==> config.mk <==
export PLATFORM = sky130hd
export DESIGN_NAME = mult_unit
export DESIGN_NICKNAME = d
export VERILOG_FILES = /design/src/rtl/mult_unit.sv
export SDC_FILE = /design/constraint.sdc
export NUM_CORES = 1
export LEC_CHECK = 0
export ABC_AREA = 0
export CORE_UTILIZATION = 30
export CTS_CLUSTER_SIZE = 10
export DETAILED_ROUTE_END_ITERATION = 16
export GPL_ROUTABILITY_DRIVEN = 0
export GPL_TIMING_DRIVEN = 0
export HOLD_SLACK_MARGIN = 0.03
export PLACE_DENSITY = 0.5
export SYNTH_ARGS = -nofsm -noshare
export SYNTH_HDL_FRONTEND = slang
export SYNTH_SLANG_ARGS = --single-unit
export TNS_END_PERCENT = 100
==> constraint.sdc <==
create_clock -name CLK -period 5 [get_ports CLK]
set_clock_uncertainty 0.1 [all_clocks]
set_input_delay 1 -clock CLK [delete_from_list [all_inputs] [get_ports CLK]]
set_output_delay 1 -clock CLK [all_outputs]
set_load 0.05 [all_outputs]
==> src/rtl/mult_unit.sv <==
//=== mult_unit: iterative RV32M multiplier (MUL, MULH, MULHSU, MULHU) ===
// Revision: 1.0 - initial release
`default_nettype none

module mult_unit #(
  parameter int BITS_PER_CYCLE = 1
) (
  input  logic        CLK,
  input  logic        nRST,
  input  logic        start,
  input  logic [1:0]  op,
  input  logic [31:0] a,
  input  logic [31:0] b,
  input  logic        advance,
  input  logic        flush,
  output logic        mult_ready,
  output logic [31:0] result
);

  localparam int ITER = 32 / BITS_PER_CYCLE;
  localparam int CW   = (ITER > 1) ? $clog2(ITER) : 1;

  localparam logic [1:0] IDLE = 2'b00;
  localparam logic [1:0] BUSY = 2'b01;
  localparam logic [1:0] DONE = 2'b10;

  localparam logic [1:0] OP_MUL    = 2'b00;
  localparam logic [1:0] OP_MULH   = 2'b01;
  localparam logic [1:0] OP_MULHSU = 2'b10;

  logic [1:0]    state;
  logic [1:0]    op_q;
  logic          neg_q;
  logic [63:0]   mcand;
  logic [32:0]   mplier;
  logic [63:0]   acc;
  logic [CW-1:0] cnt;
  logic [31:0]   result_q;

  logic          sa;
  logic          sb;
  logic [32:0]   a_ext;
  logic [32:0]   b_ext;
  logic [32:0]   mag_a;
  logic [32:0]   mag_b;
  logic [63:0]   step_sum;
  logic [63:0]   product;

  // Sign-extend to 33 bits only for signed operands; the negation of
  // -2^31 then lands exactly on 0x0_8000_0000.
  always_comb begin
    sa    = a[31] & ((op == OP_MULH) | (op == OP_MULHSU));
    sb    = b[31] & (op == OP_MULH);
    a_ext = {sa, a};
    b_ext = {sb, b};
    mag_a = a_ext[32] ? (33'd0 - a_ext) : a_ext;
    mag_b = b_ext[32] ? (33'd0 - b_ext) : b_ext;
  end

  always_comb begin
    step_sum = acc;
    for (int i = 0; i < BITS_PER_CYCLE; i++) begin
      if (mplier[i]) begin
        step_sum = step_sum + (mcand << i);
      end
    end
    product = neg_q ? (64'd0 - step_sum) : step_sum;
  end

  always_ff @(posedge CLK) begin
    if (!nRST) begin
      state    <= IDLE;
      op_q     <= 2'b00;
      neg_q    <= 1'b0;
      mcand    <= 64'd0;
      mplier   <= 33'd0;
      acc      <= 64'd0;
      cnt      <= '0;
      result_q <= 32'd0;
    end else if (flush) begin
      state <= IDLE;
      acc   <= 64'd0;
      cnt   <= '0;
    end else begin
      case (state)
        IDLE: begin
          if (start) begin
            op_q   <= op;
            neg_q  <= sa ^ sb;
            mcand  <= {31'd0, mag_a};
            mplier <= mag_b;
            acc    <= 64'd0;
            cnt    <= '0;
            if ((a == 32'd0) || (b == 32'd0)) begin
              result_q <= 32'd0;
              state    <= DONE;
            end else begin
              state <= BUSY;
            end
          end
        end
        BUSY: begin
          acc    <= step_sum;
          mcand  <= mcand << BITS_PER_CYCLE;
          mplier <= mplier >> BITS_PER_CYCLE;
          cnt    <= cnt + 1'b1;
          if (cnt == CW'(ITER - 1)) begin
            result_q <= (op_q == OP_MUL) ? product[31:0] : product[63:32];
            state    <= DONE;
          end
        end
        DONE: begin
          if (advance) begin
            state <= IDLE;
          end
        end
        default: state <= IDLE;
      endcase
    end
  end

  assign mult_ready = (state == DONE);
  assign result     = result_q;

endmodule

`default_nettype wire

### Yosys cells after proc, flatten, opt, wreduce, memory -nomap -nowiden

Index checks and enable logic that the tools add are counted.

| cells by class | value |
|---|---|
| mux-type cells | 22 |
| bitwise logic cells | 6 |
| eq/ne operators | 9 |
| add/subtract/negate cells | 5 |
| reductions and logical operators | 12 |

Operators by type and width:

| cell | number |
|---|---|
| $mux W64 | 4 |
| $pmux W64 S2 | 2 |
| $mux W32 | 4 |
| $mux W33 | 3 |
| $pmux W33 S2 | 1 |
| $sub A1 B33 Y33 const A | 2 |
| $add A64 B64 Y64 | 1 |
| $logic_not A32 Y1 | 2 |
| $pmux W32 S2 | 1 |
| $sub A1 B64 Y64 const A | 1 |
| $pmux W5 S2 | 1 |
| $reduce_and A3 Y1 | 3 |
| $mux W2 | 4 |
| $ne A2 B2 Y1 const B | 4 |
| $pmux W2 S3 | 1 |
| $add A5 B1 Y5 const B | 1 |
| $eq A5 B5 Y1 const B | 1 |
| $mux W5 | 1 |
| $reduce_and A5 Y1 | 1 |
| $eq A2 B1 Y1 const B | 2 |
| $eq A2 B2 Y1 const B | 2 |
| $logic_not A2 Y1 | 2 |
| $and A1 B1 Y1 | 2 |
| $not A1 Y1 | 2 |
| other kinds (6) | 6 |

| storage, ports and cells | value |
|---|---|
| output and inout port bits | 33 |
| input port bits | 71 |
| register bits | 203 |
| logic and storage cells | 62 |

### Depth between registers and ports, before layout

Gate-level depths: netlist (run 1).

| logic depth | value |
|---|---|
| depth in word-level cells | 7 |
| gate-level depth with buffers | 17 |
| gate-level depth less buffers | 16 |

### Worst setup path before layout (run 1)

Ideal clock, no wire load.

| path | value |
|---|---|
| path type | register to register |
| start point | register mcand[0] |
| end point | register result_q[20] (netlist: result[20]) |
| cell stages (with the launch flop) | 17 |
| path buffers | 0 |
| period minus slack after synthesis | 4466 ps |
| arrival time | 4240 ps |
| setup slack | 534 ps |
| setup time | 126 ps |
| data required time | 4774 ps |
| cell sequence | dfxtp_1 -> ha_1 -> inv_1 -> fa_1 -> nand2b_1 -> a21o_1 -> a211oi_2 -> or4_1 -> nand3_2 -> or4b_4 -> a2111oi_4 -> and3_4 -> nand2_4 -> or3_4 -> or4_1 -> a221oi_1 -> nor3b_1 |

| between the ends | value |
|---|---|
| longest elaborated chain between the ends | 7 |

Ends and longest elaborated chain:

| what | RTL line | text |
|---|---|---|
| start: declaration | 34 | `logic [63:0] mcand;` |
| start signal: assignment | 90 | `mcand <= {31'd0, mag_a};` |
| start signal: assignment | 104 | `mcand <= mcand << BITS_PER_CYCLE;` |
| $add A64 B64 Y64 * | 64 | `step_sum = step_sum + (mcand << i);` |
| $mux W64 * | 63 | `if (mplier[i]) begin` |
| $sub A1 B64 Y64 | 67 | `product = neg_q ? (64'd0 - step_sum) : step_sum;` |
| $mux W64 * | 67 |  |
| $mux W32 * | 108 | `result_q <= (op_q == OP_MUL) ? product[31:0] : product[63:32];` |
| $mux W32 * | 107 | `if (cnt == CW'(ITER - 1)) begin` |
| $pmux W32 S2 * | 85 | `case (state)` |
| end signal: assignment | 108 |  |
| end: declaration | 38 | `logic [31:0] result_q;` |

Mark *: on every way between the ends. The rest lies on a longest branch, timed or not. The select of a mux whose other input is x is not followed.
A chain may end at the register's enable or synchronous reset.

### Worst setup path after layout (run 1)

| path | value |
|---|---|
| start point | register mplier[0] |
| end point | register result_q[13] (netlist: result[13]) |

| between the ends | value |
|---|---|
| longest elaborated chain between the ends | 6 |

Ends and longest elaborated chain:

| what | RTL line | text |
|---|---|---|
| start: declaration | 35 | `logic [32:0] mplier;` |
| start signal: assignment | 91 | `mplier <= mag_b;` |
| start signal: assignment | 105 | `mplier <= mplier >> BITS_PER_CYCLE;` |
| $mux W64 * | 63 |  |
| $sub A1 B64 Y64 | 67 |  |
| $mux W64 * | 67 |  |
| $mux W32 * | 108 |  |
| $mux W32 * | 107 |  |
| $pmux W32 S2 * | 85 |  |

Marks and branches as above.

==> qor.yml, run 1 <==
crit_chain: "buf_4 -> buf_2 -> buf_2 -> buf_4 -> buf_2 -> buf_4 -> clkbuf_2 -> clkbuf_4 -> o211a_1 -> nand3_1 -> nand3_1 -> o21ai_0 -> a2111oi_0 -> a21oi_1 -> o31ai_1"
reg2reg_from: "mplier[0]"
p_per_area_nw_per_um2: 232
clockRootBuffer: "clkbuf_16"
violations: "setup timing"
ff2ff_path_depth: 15
routedWlPerCell_um: 24.2
tritoncts: "done"
layout_common_cells: "267 x nor2_1, 201 x nand2_1, 199 x dfxtp_1"
grt_pass1_wl_mm: 111
final_core_util: 0.371
die_h_um: 236
finalCritPeriodShare: 1.01
drt_iter0_markers: 1883
cp-endpoint: "result[13]"
hold_viol_final: 0
total_leakage_power_nw: 7.19
nets: 2510
gr-total-overflow: 0
layout_setup_ws_ps: -73.7
tightest_slew_ps: 1250
reg2reg_to: "result[13]"
path_max_fanout: 10
netlist_instances: 2221
yosysWarnings: 0
clock_tree.buffer_depth: 3
path_class: "reg -> reg"
clock_latency_ps: 590
pin_count: 104
arrival_ps: 5480
slowest_delay_ps: 730
netlist_area_sq_um: 16400
worstHoldPathType: "reg -> reg"
antenna_found_initial: 0
drive_gt1_frac: 0.101
slew_viol_final: 0
fp-row-count: 85
final_common_cell: "nor2_1"
synth_nets: 2362
yosys.area_share.simple: 0.250
io_buffers: 103
coreArea_sq_um: 53900
async_flop_share: 0
synthXorXnorAreaFrac: 0.0560
synth_top_family_by_area: "compound AO/OA/AOI/OAI gates"
slew_headroom: 0.158
cap_viol_max_count: 0
synth_edf_count: 0
routed-via-count: 18596
cts_inserted_buffers: 28
crit_slowest_cell: "a2111oi_0"
drt_wl_total_mm: 74.7
synth-seq-area-share: 0.247
rrSetupSlack_ps: -70
dieArea_sq_um: 55700
grt_usage: 0.258
crit_path_end_kind: "flip-flop"
outcome: "finished, violations left"
ys_types: 98
ir_worst_vdd_v: 0.000244
drc_errors: 0
grt_max_degree: 15
htree_levels: 1
synth-seq-cells: 203
grt_pass1_vias: 17706
avgSynthCellArea_sq_um: 7.40
start_util: 0.305
cts_hold_buf: 0
viasPerCell: 6.03
post-dp-hpwl_mm: 58.2
fin_crit_ps: 5070
synthAdderAreaFrac: 0.0538
clk_pin_slew_ps: 60
grt_setup_unrepaired: "yes"
die_x_um: 236
setup_viol: 2
synth_compound_area_frac: 0.329
synthMuxAreaShare: 0.0220
cp-startpoint: "mplier[0]"
synthToLayoutAreaGrowth_pct: 21.7
start_kind: "flip-flop"
cts_sinks: 203
final_antenna_net_count: 0
total_power_mw: 4.65
worstPathRequired_ps: 5400
synthFlopType: "dfxtp_1"
dr.pass1.iters: 6
timing.fmax_mhz: 197
[registers in the layout, summed over array words and instances (netlist names)]
register	flops
mplier	33
result	32
state	2
acc	64
op_q	2
neg_q	1
cnt	5
mcand	64
[what timing repair did]
action / 4_1_cts / 5_1_grt
pin swaps: 7 / 23
gates resized for setup: 68 / 80
setup buffers: 8 / 19
gates cloned: 0 / 1
endpoints found under the setup margin: 50 / 23
[synthesized netlist by cell type, types with 10 or more instances]
| library cell | n | area [sq um] |
|---|---|---|
| xnor2_1 | 54 | 473 |
| ha_1 | 69 | 863 |
| nand4_1 | 32 | 200 |
| nor4_1 | 22 | 138 |
| and4_1 | 14 | 123 |
| nor2_1 | 270 | 1010 |
| mux2i_1 | 17 | 170 |
| and2_1 | 15 | 93.8 |
| o21a_1 | 22 | 165 |
| nor3_1 | 49 | 245 |
| a31oi_1 | 16 | 100 |
| nand2_1 | 204 | 766 |
| clkbuf_1 | 116 | 435 |
| o211ai_1 | 22 | 165 |
| or3_1 | 30 | 188 |
| and3_1 | 10 | 62.6 |
| nand2b_1 | 17 | 106 |
| a211oi_1 | 73 | 548 |
| a22o_1 | 34 | 298 |
| buf_1 | 17 | 63.8 |
| dfxtp_1 | 203 | 4060 |
| a21o_1 | 29 | 218 |
| xor2_1 | 51 | 447 |
| o21ai_0 | 133 | 666 |
| a22oi_1 | 64 | 480 |
| nor2b_1 | 84 | 526 |
| nand3_1 | 39 | 195 |
| inv_1 | 36 | 135 |
| o31ai_1 | 28 | 210 |
| mux2_2 | 17 | 191 |
| or4_1 | 11 | 82.6 |
| a21oi_1 | 209 | 1050 |
| a211o_1 | 10 | 87.6 |
[stage by stage]
step / cells / area, sq um / hold slack (ps) / TNS [ps] / setup WS (ps)
detailed placement: 3020 / 18300 / 353 / -52570 / -1700
CTS: 3075 / 19600 / 366 / 0 / 4.62
global placement: 3020 / 18300 / 342 / -52560 / -1720
global route: 3083 / 20000 / 379 / -136 / -116
finish: 3085 / 20000 / 357 / -119 / -73.7
floorplan: 2221 / 16400 / 344 / 0 / 534
[how the worst min path moves through the flow]
stage	start	endpoint	cells after the start
finish	result[17]	result[17]	1
CTS	result[21]	result[21]	1
global placement	result[21]	result[21]	1
detailed placement	result[21]	result[21]	1
global route	result[17]	result[17]	1
floorplan	mplier[1]	mplier[1]	2
[power by group]
group | internal, mW | switching (mW)
Sequential | 1.66 | 0.0447
Clock | 1.21 | 0.822
Combinational | 0.304 | 0.609
[logic make-up (layout without fill, tap and decap cells)]
family,count (synthesis),count (layout)
AND/OR/NAND/NOR,837,837
AO/OA/AOI/OAI,792,793
flip-flops,203,203
buffers and inverters,180,345
XOR/XNOR,105,105
adder cells (fa/ha/maj),70,70
multiplexers,34,34
other,0,2
[layout make-up]
cell class | instances | area (sq um)
inverters | 36 | 135
flip-flops and latches | 203 | 4070
repair buffers | 130 | 1230
clock buffers | 38 | 798
diodes | 2 | 5.00
plain buffers | 131 | 547
clock inverters | 10 | 114
fillers | 5674 | 33900
well taps | 696 | 871
multi-input cells | 1839 | 12200
[layer usage]
layer	vias up	GRT usage	wire length, um
met5	-	0	0
met4	0	0.104	3210
met3	165	0.0346	6300
met2	952	0.430	34000
met1	8865	0.336	31200
li1	8614	-	-
[critical path, delay by kind of cell (launching register included)]
kind | cells | cell delay (ps)
buffers and inverters | 8 | 2850
AOI/OAI and AO/OA | 5 | 1220
DFF | 1 | 580
and+or+nand+nor | 2 | 200
(Power assumes the default switching activity.)
==> inputs of run 2 (changes only) <==
--- a/config.mk
+++ b/config.mk
@@ -13,6 +13,7 @@
 export GPL_TIMING_DRIVEN = 0
 export HOLD_SLACK_MARGIN = 0.03
 export PLACE_DENSITY = 0.5
+export SKIP_CTS_REPAIR_TIMING = 1
 export SYNTH_ARGS = -nofsm -noshare
 export SYNTH_HDL_FRONTEND = slang
 export SYNTH_SLANG_ARGS = --single-unit
==> run 2 against run 1 <==
  * The run now ends clean
  * Critical path type unchanged
  * Sequential power about the same
  * Setup slack better by 81 ps
  * Via count up 0.25%
  * Combinational power about the same
  * Flip-flop and latch count unchanged
  * Clock-buffer cell count unchanged
  * Clock power about the same
  * Die area unchanged
  * First-iteration DRC count down 6.5%
  * Power about the same
==> qor.yml, run 2 (same netlist as run 1, synthesis figures left out) <==
reg2reg_from: "acc[6]"  # was mplier[0]
final_core_util: 0.374  # was 0.371
nets: 2515  # was 2510
cap_viol_max_count: 0  # unchanged
grt_pass1_wl_mm: 110  # was 111 mm
routedWlPerCell_um: 24.2  # about the same
viasPerCell: 6.03  # about the same
final_antenna_net_count: 0  # unchanged
ir_worst_vdd_v: 0.000237  # was 0.000244 V
rrSetupSlack_ps: 8  # was -70 ps
hold_viol_final: 0  # unchanged
layout_common_cells: "267 x nor2_1, 199 x nand2_1, 195 x dfxtp_1"  # was 267 x nor2_1, 201 x nand2_1, 199 x dfxtp_1
seq_area_sq_um: 4070  # about the same
grt_pass1_vias: 17554  # was 17706
final_common_cell: "nor2_1"  # unchanged
clk_pin_slew_ps: 60  # about the same
reg2reg_to: "result[20]"  # was result[13]
start_util: 0.305  # unchanged
slew_viol_final: 0  # unchanged
dieArea_sq_um: 55700  # unchanged
fillers: 5661  # was 5674
start_kind: "flip-flop"  # unchanged
ff2ff_path_depth: 16  # was 15
synthToLayoutAreaGrowth_pct: 22.8  # was 21.7%
post-dp-hpwl_mm: 58.2  # unchanged
fin_crit_ps: 4990  # was 5070 ps
timing.fmax_mhz: 200  # was 197 MHz
combPwrFrac: 0.197  # about the same
p_int_mw: 3.17  # about the same
cts_sinks: 203  # unchanged
total_leakage_power_nw: 7.20  # was 7.19 nW
pin_count: 104  # unchanged
final_area_sq_um: 20200  # was 20000 sq um
multi_input_area_sq_um: 12400  # was 12200 sq um
outcome: "complete, no violations"  # was finished, violations left
tightest_slew_ps: 1310  # was 1250 ps
dr.pass1.iters: 6  # unchanged
tritoncts: "done"  # unchanged
grt_usage: 0.256  # was 0.258
worstHoldPathType: "reg -> reg"  # unchanged
path_class: "reg -> reg"  # unchanged
total_power_mw: 4.64  # was 4.65 mW
htree_levels: 1  # unchanged
post_dp_cell_area_sq_um: 18300  # unchanged
io_buffers: 103  # unchanged
p_per_area_nw_per_um2: 230  # was 232 nW/um^2
worstPathRequired_ps: 5370  # was 5400 ps
holdPathStages: 1  # unchanged
seq_power_share: 0.367  # was 0.366
grt_max_degree: 15  # unchanged
slew_headroom: 0.117  # was 0.158
clockRootBuffer: "clkbuf_16"  # unchanged
drc_errors: 0  # unchanged
min_to: "result[17]"  # unchanged
switching_power_mw: 1.47  # was 1.48 mW
die_x_um: 236  # unchanged
clock_tree.buffer_depth: 3  # unchanged
coreArea_sq_um: 53900  # unchanged
clock_latency_ps: 590  # about the same
min_from: "result[17]"  # unchanged
die_h_um: 236  # unchanged
reg_top3: "acc x64, mcand x64, mplier x33"  # unchanged
cts_inserted_buffers: 28  # unchanged
path_max_fanout: 7  # was 10
drive_gt1_frac: 0.112  # was 0.101
pwr-share-clk: 0.437  # about the same
fp-row-count: 85  # unchanged
crit_path_end_kind: "flip-flop"  # unchanged
gr-total-overflow: 0  # unchanged
drt_wl_total_mm: 74.8  # was 74.7 mm
antenna_found_initial: 0  # unchanged
drt_iter0_markers: 1760  # was 1883
setup_viol: 0  # was 2
arrival_ps: 5360  # was 5480 ps
p_sw_frac: 0.317  # was 0.318
routed-via-count: 18642  # was 18596
finalCritPeriodShare: 0.998  # was 1.01
run 2: cell count changes in the layout (fill, tap and decap cells not counted), moves of 4 or more:
| cell | change |
|---|---|
| buf_2 | -4 |
| buf_4 | +4 |
| clkbuf_2 | +4 |
| clkbuf_4 | +4 |
| dfxtp_1 | -4 |
| dfxtp_2 | +4 |
| ha_1 | -6 |
| ha_2 | +5 |
run 2: critical path, stage by stage, from the launching register on:
cell and delay [ps]:
dfxtp_2 390, ha_1 240, buf_2 180, a21oi_4 200
buf_4 150, o21ai_1 110, a22oi_2 490, nand2_2 150
a221oi_4 420, or4b_4 570, a2111oi_4 320, and3_4 300
nand2_4 80, or3_4 410, or4_1 410, a221oi_1 290
nor3b_1 80
run 2: how the worst max path moves through the flow:
stage	startpoint	to	slack, ps	cells past startpoint
2_1_floorplan	mcand[0]	result[20]	530	16
3_3_place_gp	mplier[0]	result[22]	-1720	13
3_5_place_dp	mplier[0]	result[22]	-1700	13
4_1_cts	mplier[0]	result[22]	-1720	13
5_1_grt	mcand[16]	result[20]	-60	15
6_report	acc[6]	result[20]	8	16
run 2: power groups by stage:
stage / registers [mW] / clock network, mW / logic (mW)
floorplan: 1.71 / 0 / 0.533
finish: 1.70 / 2.03 / 0.913
global route: 1.70 / 2.13 / 0.977
CTS: 1.70 / 2.06 / 0.868
global placement: 1.73 / 0 / 0.858
detailed placement: 1.73 / 0 / 0.863
run 2: stage by stage:
| step | cells | TNS, ps | hold WS (ps) | worst slack (ps) |
|---|---|---|---|---|
| 2_1_floorplan | 2221 | 0 | 344 | 534 |
| 3_3_place_gp | 3020 | -52560 | 342 | -1720 |
| 3_5_place_dp | 3020 | -52570 | 353 | -1700 |
| 4_1_cts | 3068 | -51940 | 366 | -1720 |
| 5_1_grt | 3088 | -55.6 | 379 | -55.6 |
| 6_report | 3090 | 0 | 358 | 7.65 |
run 2: layout make-up:
| cell class | instances | share of cell area |
|---|---|---|
| clock buffers | 38 | 0.0396 |
| diodes | 2 | 0.000248 |
| clock inverters | 10 | 0.00564 |
| repair buffers | 136 | 0.0634 |
| well taps | 696 | 0.0432 |
| flip-flops and latches | 203 | 0.202 |
| inverters | 36 | 0.00670 |
| plain buffers | 130 | 0.0269 |
| multi-input cells | 1839 | 0.612 |
run 2: routing by layer:
layer  wire (um)  share of wire  vias up  track usage
li1            -              -     8639            -
met1       31300           0.42     8878        0.333
met2       33800           0.45      930        0.425
met3        6050          0.081      195       0.0336
met4        3550          0.048        0        0.103
met5           0              0        -            0
==> inputs of run 3 (changes only) <==
--- a/config.mk
+++ b/config.mk
@@ -12,6 +12,7 @@
 export GPL_ROUTABILITY_DRIVEN = 0
 export GPL_TIMING_DRIVEN = 0
 export HOLD_SLACK_MARGIN = 0.03
+export MAX_ROUTING_LAYER = met4
 export PLACE_DENSITY = 0.5
 export SKIP_CTS_REPAIR_TIMING = 1
 export SYNTH_ARGS = -nofsm -noshare
==> run 3 against run 2 <==
  * The flow now finishes with violations (setup timing)
  * First-iteration DRC count grew 0.17%
  * Power grew 0.15%
  * Clock-buffer cell count is the same
  * Die area is the same
  * Hold slack is essentially flat
  * Clock power is essentially flat
==> qor.yml, run 3 (same netlist as run 1, synthesis figures left out) <==
slew_headroom: 0.0503  # was 0.117
viasPerCell: 6.02  # was 6.03
post-dp-hpwl_mm: 58.2  # unchanged
final_cells: 3092  # was 3090
dp.cells: 3020  # unchanged
grt_pass1_wl_mm: 110  # about the same
violations: "setup timing"
drt_wl_total_mm: 74.6  # was 74.8 mm
nets: 2518  # was 2515
path_max_fanout: 10  # was 7
arrival_ps: 5390  # was 5360 ps
io_buffers: 103  # unchanged
cts_sinks: 203  # unchanged
crit_slowest_cell: "dfxtp_1"  # was or4b_4
rrSetupSlack_ps: -20  # was 8 ps
layout_common_cells: "267 x nor2_1, 200 x nand2_1, 195 x dfxtp_1"  # was 267 x nor2_1, 199 x nand2_1, 195 x dfxtp_1
routed-via-count: 18599  # was 18642
tightest_slew_ps: 1410  # was 1310 ps
drive_gt1_frac: 0.111  # was 0.112
path_class: "reg -> reg"  # unchanged
slew_viol_final: 0  # unchanged
finalCritPeriodShare: 1.00  # was 0.998
die_x_um: 236  # unchanged
htree_levels: 1  # unchanged
cap_viol_max_count: 0  # unchanged
crit_family: "buffers and inverters"  # was simple AND/OR/NAND/NOR gates
p_per_area_nw_per_um2: 231  # was 230 nW/um^2
drc_errors: 0  # unchanged
total_leakage_power_nw: 7.21  # was 7.20 nW
path_buf_inv: 6  # was 2
clockRootBuffer: "clkbuf_16"  # unchanged
grt_max_degree: 15  # unchanged
worstPathRequired_ps: 5370  # about the same
worstHoldPathType: "reg -> reg"  # unchanged
grt_pass1_vias: 17525  # was 17554
crit_path_end_kind: "flip-flop"  # unchanged
antenna_found_initial: 0  # unchanged
post_dp_cell_area_sq_um: 18300  # unchanged
cp_common_cell: "clkbuf_4"
tritoncts: "done"  # unchanged
crit_chain: "clkbuf_4 -> clkbuf_4 -> clkbuf_4 -> clkbuf_4 -> clkbuf_4 -> clkbuf_4 -> o21ai_0 -> o31ai_2 -> and4b_2 -> nand2_4 -> or3_4 -> or4_1 -> a221oi_1 -> nor3b_1"  # was ha_1 -> buf_2 -> a21oi_4 -> buf_4 -> o21ai_1 -> a22oi_2 -> nand2_2 -> a221oi_4 -> or4b_4 -> a2111oi_4 -> and3_4 -> nand2_4 -> or3_4 -> or4_1 -> a221oi_1 -> nor3b_1
cts_inserted_buffers: 28  # unchanged
gr-total-overflow: 0  # unchanged
hold_viol_final: 0  # unchanged
fin_crit_ps: 5020  # was 4990 ps
dr.pass1.iters: 8  # was 6
min_from: "result[17]"  # unchanged
pre_cts_ws_ps: -1700  # unchanged
cp-startpoint: "mplier[0]"  # was acc[6]
layout_setup_ws_ps: -17.1  # was 7.65 ps
pin_count: 104  # unchanged
final_common_cell: "nor2_1"  # unchanged
clk_pin_slew_ps: 60  # about the same
drt_iter0_markers: 1763  # was 1760
final_antenna_net_count: 0  # unchanged
start_util: 0.305  # unchanged
reg_top3: "acc x64, mcand x64, mplier x33"  # unchanged
fp-row-count: 85  # unchanged
clock_tree.buffer_depth: 3  # unchanged
fillers: 5662  # was 5661
multi_input_area_sq_um: 12300  # was 12400 sq um
timing.fmax_mhz: 199  # was 200 MHz
total_power_mw: 4.65  # was 4.64 mW
grt_usage: 0.263  # was 0.256
clock_latency_ps: 590  # about the same
slowest_delay_ps: 580  # was 570 ps
die_h_um: 236  # unchanged
holdWs_ps: 358  # about the same
ir_worst_vdd_v: 0.000237  # about the same
final_area_sq_um: 20200  # about the same
synthToLayoutAreaGrowth_pct: 22.7  # was 22.8%
setup_viol: 1  # was 0
seq_area_sq_um: 4070  # unchanged
coreArea_sq_um: 53900  # unchanged
outcome: "finished, violations left"  # was complete, no violations
start_kind: "flip-flop"  # unchanged
reg2reg_from: "mplier[0]"  # was acc[6]
routedWlPerCell_um: 24.1  # was 24.2 um
dieArea_sq_um: 55700  # unchanged
[run 3: cell types whose count changed in the layout (fill, tap and decap cells not counted), sizes merged]
cell	delta
buf	-1
clkbuf	+4
diode	-1
[run 3: layout make-up]
class | instances | area share
repair buffers | 137 | 0.0644
clock buffers | 38 | 0.0396
diodes | 1 | 0.000124
inverters | 36 | 0.00670
well taps | 696 | 0.0432
multi-input cells | 1839 | 0.611
plain buffers | 132 | 0.0273
flip-flops and latches | 203 | 0.202
clock inverters | 10 | 0.00565
[run 3: layer usage]
layer | global-route usage | up-vias | routed length (um)
met5 | - | - | 0
met4 | 0.0984 | 0 | 3320
met3 | 0.0291 | 179 | 5750
met2 | 0.428 | 920 | 34000
met1 | 0.335 | 8868 | 31500
li1 | - | 8632 | -
[run 3: final timing paths]
path / endpoint / cells after the start
min: result[17] / 1
min reg2reg: result[17] / 1
max reg2reg: result[20] / 14
max: result[20] / 14
[run 3: report_power, final]
part | switching, mW | internal [mW] | total [mW]
clock | 0.826 | 1.21 | 2.04
combinational | 0.609 | 0.305 | 0.914
sequential | 0.0444 | 1.66 | 1.70
[run 3: metrics by stage]
step           utilization  setup TNS (ps)
5_1_grt              0.374           -36.2
3_3_place_gp         0.340          -52560
6_report             0.374           -17.1
3_5_place_dp         0.340          -52570
2_1_floorplan            -               0
4_1_cts              0.357          -51940
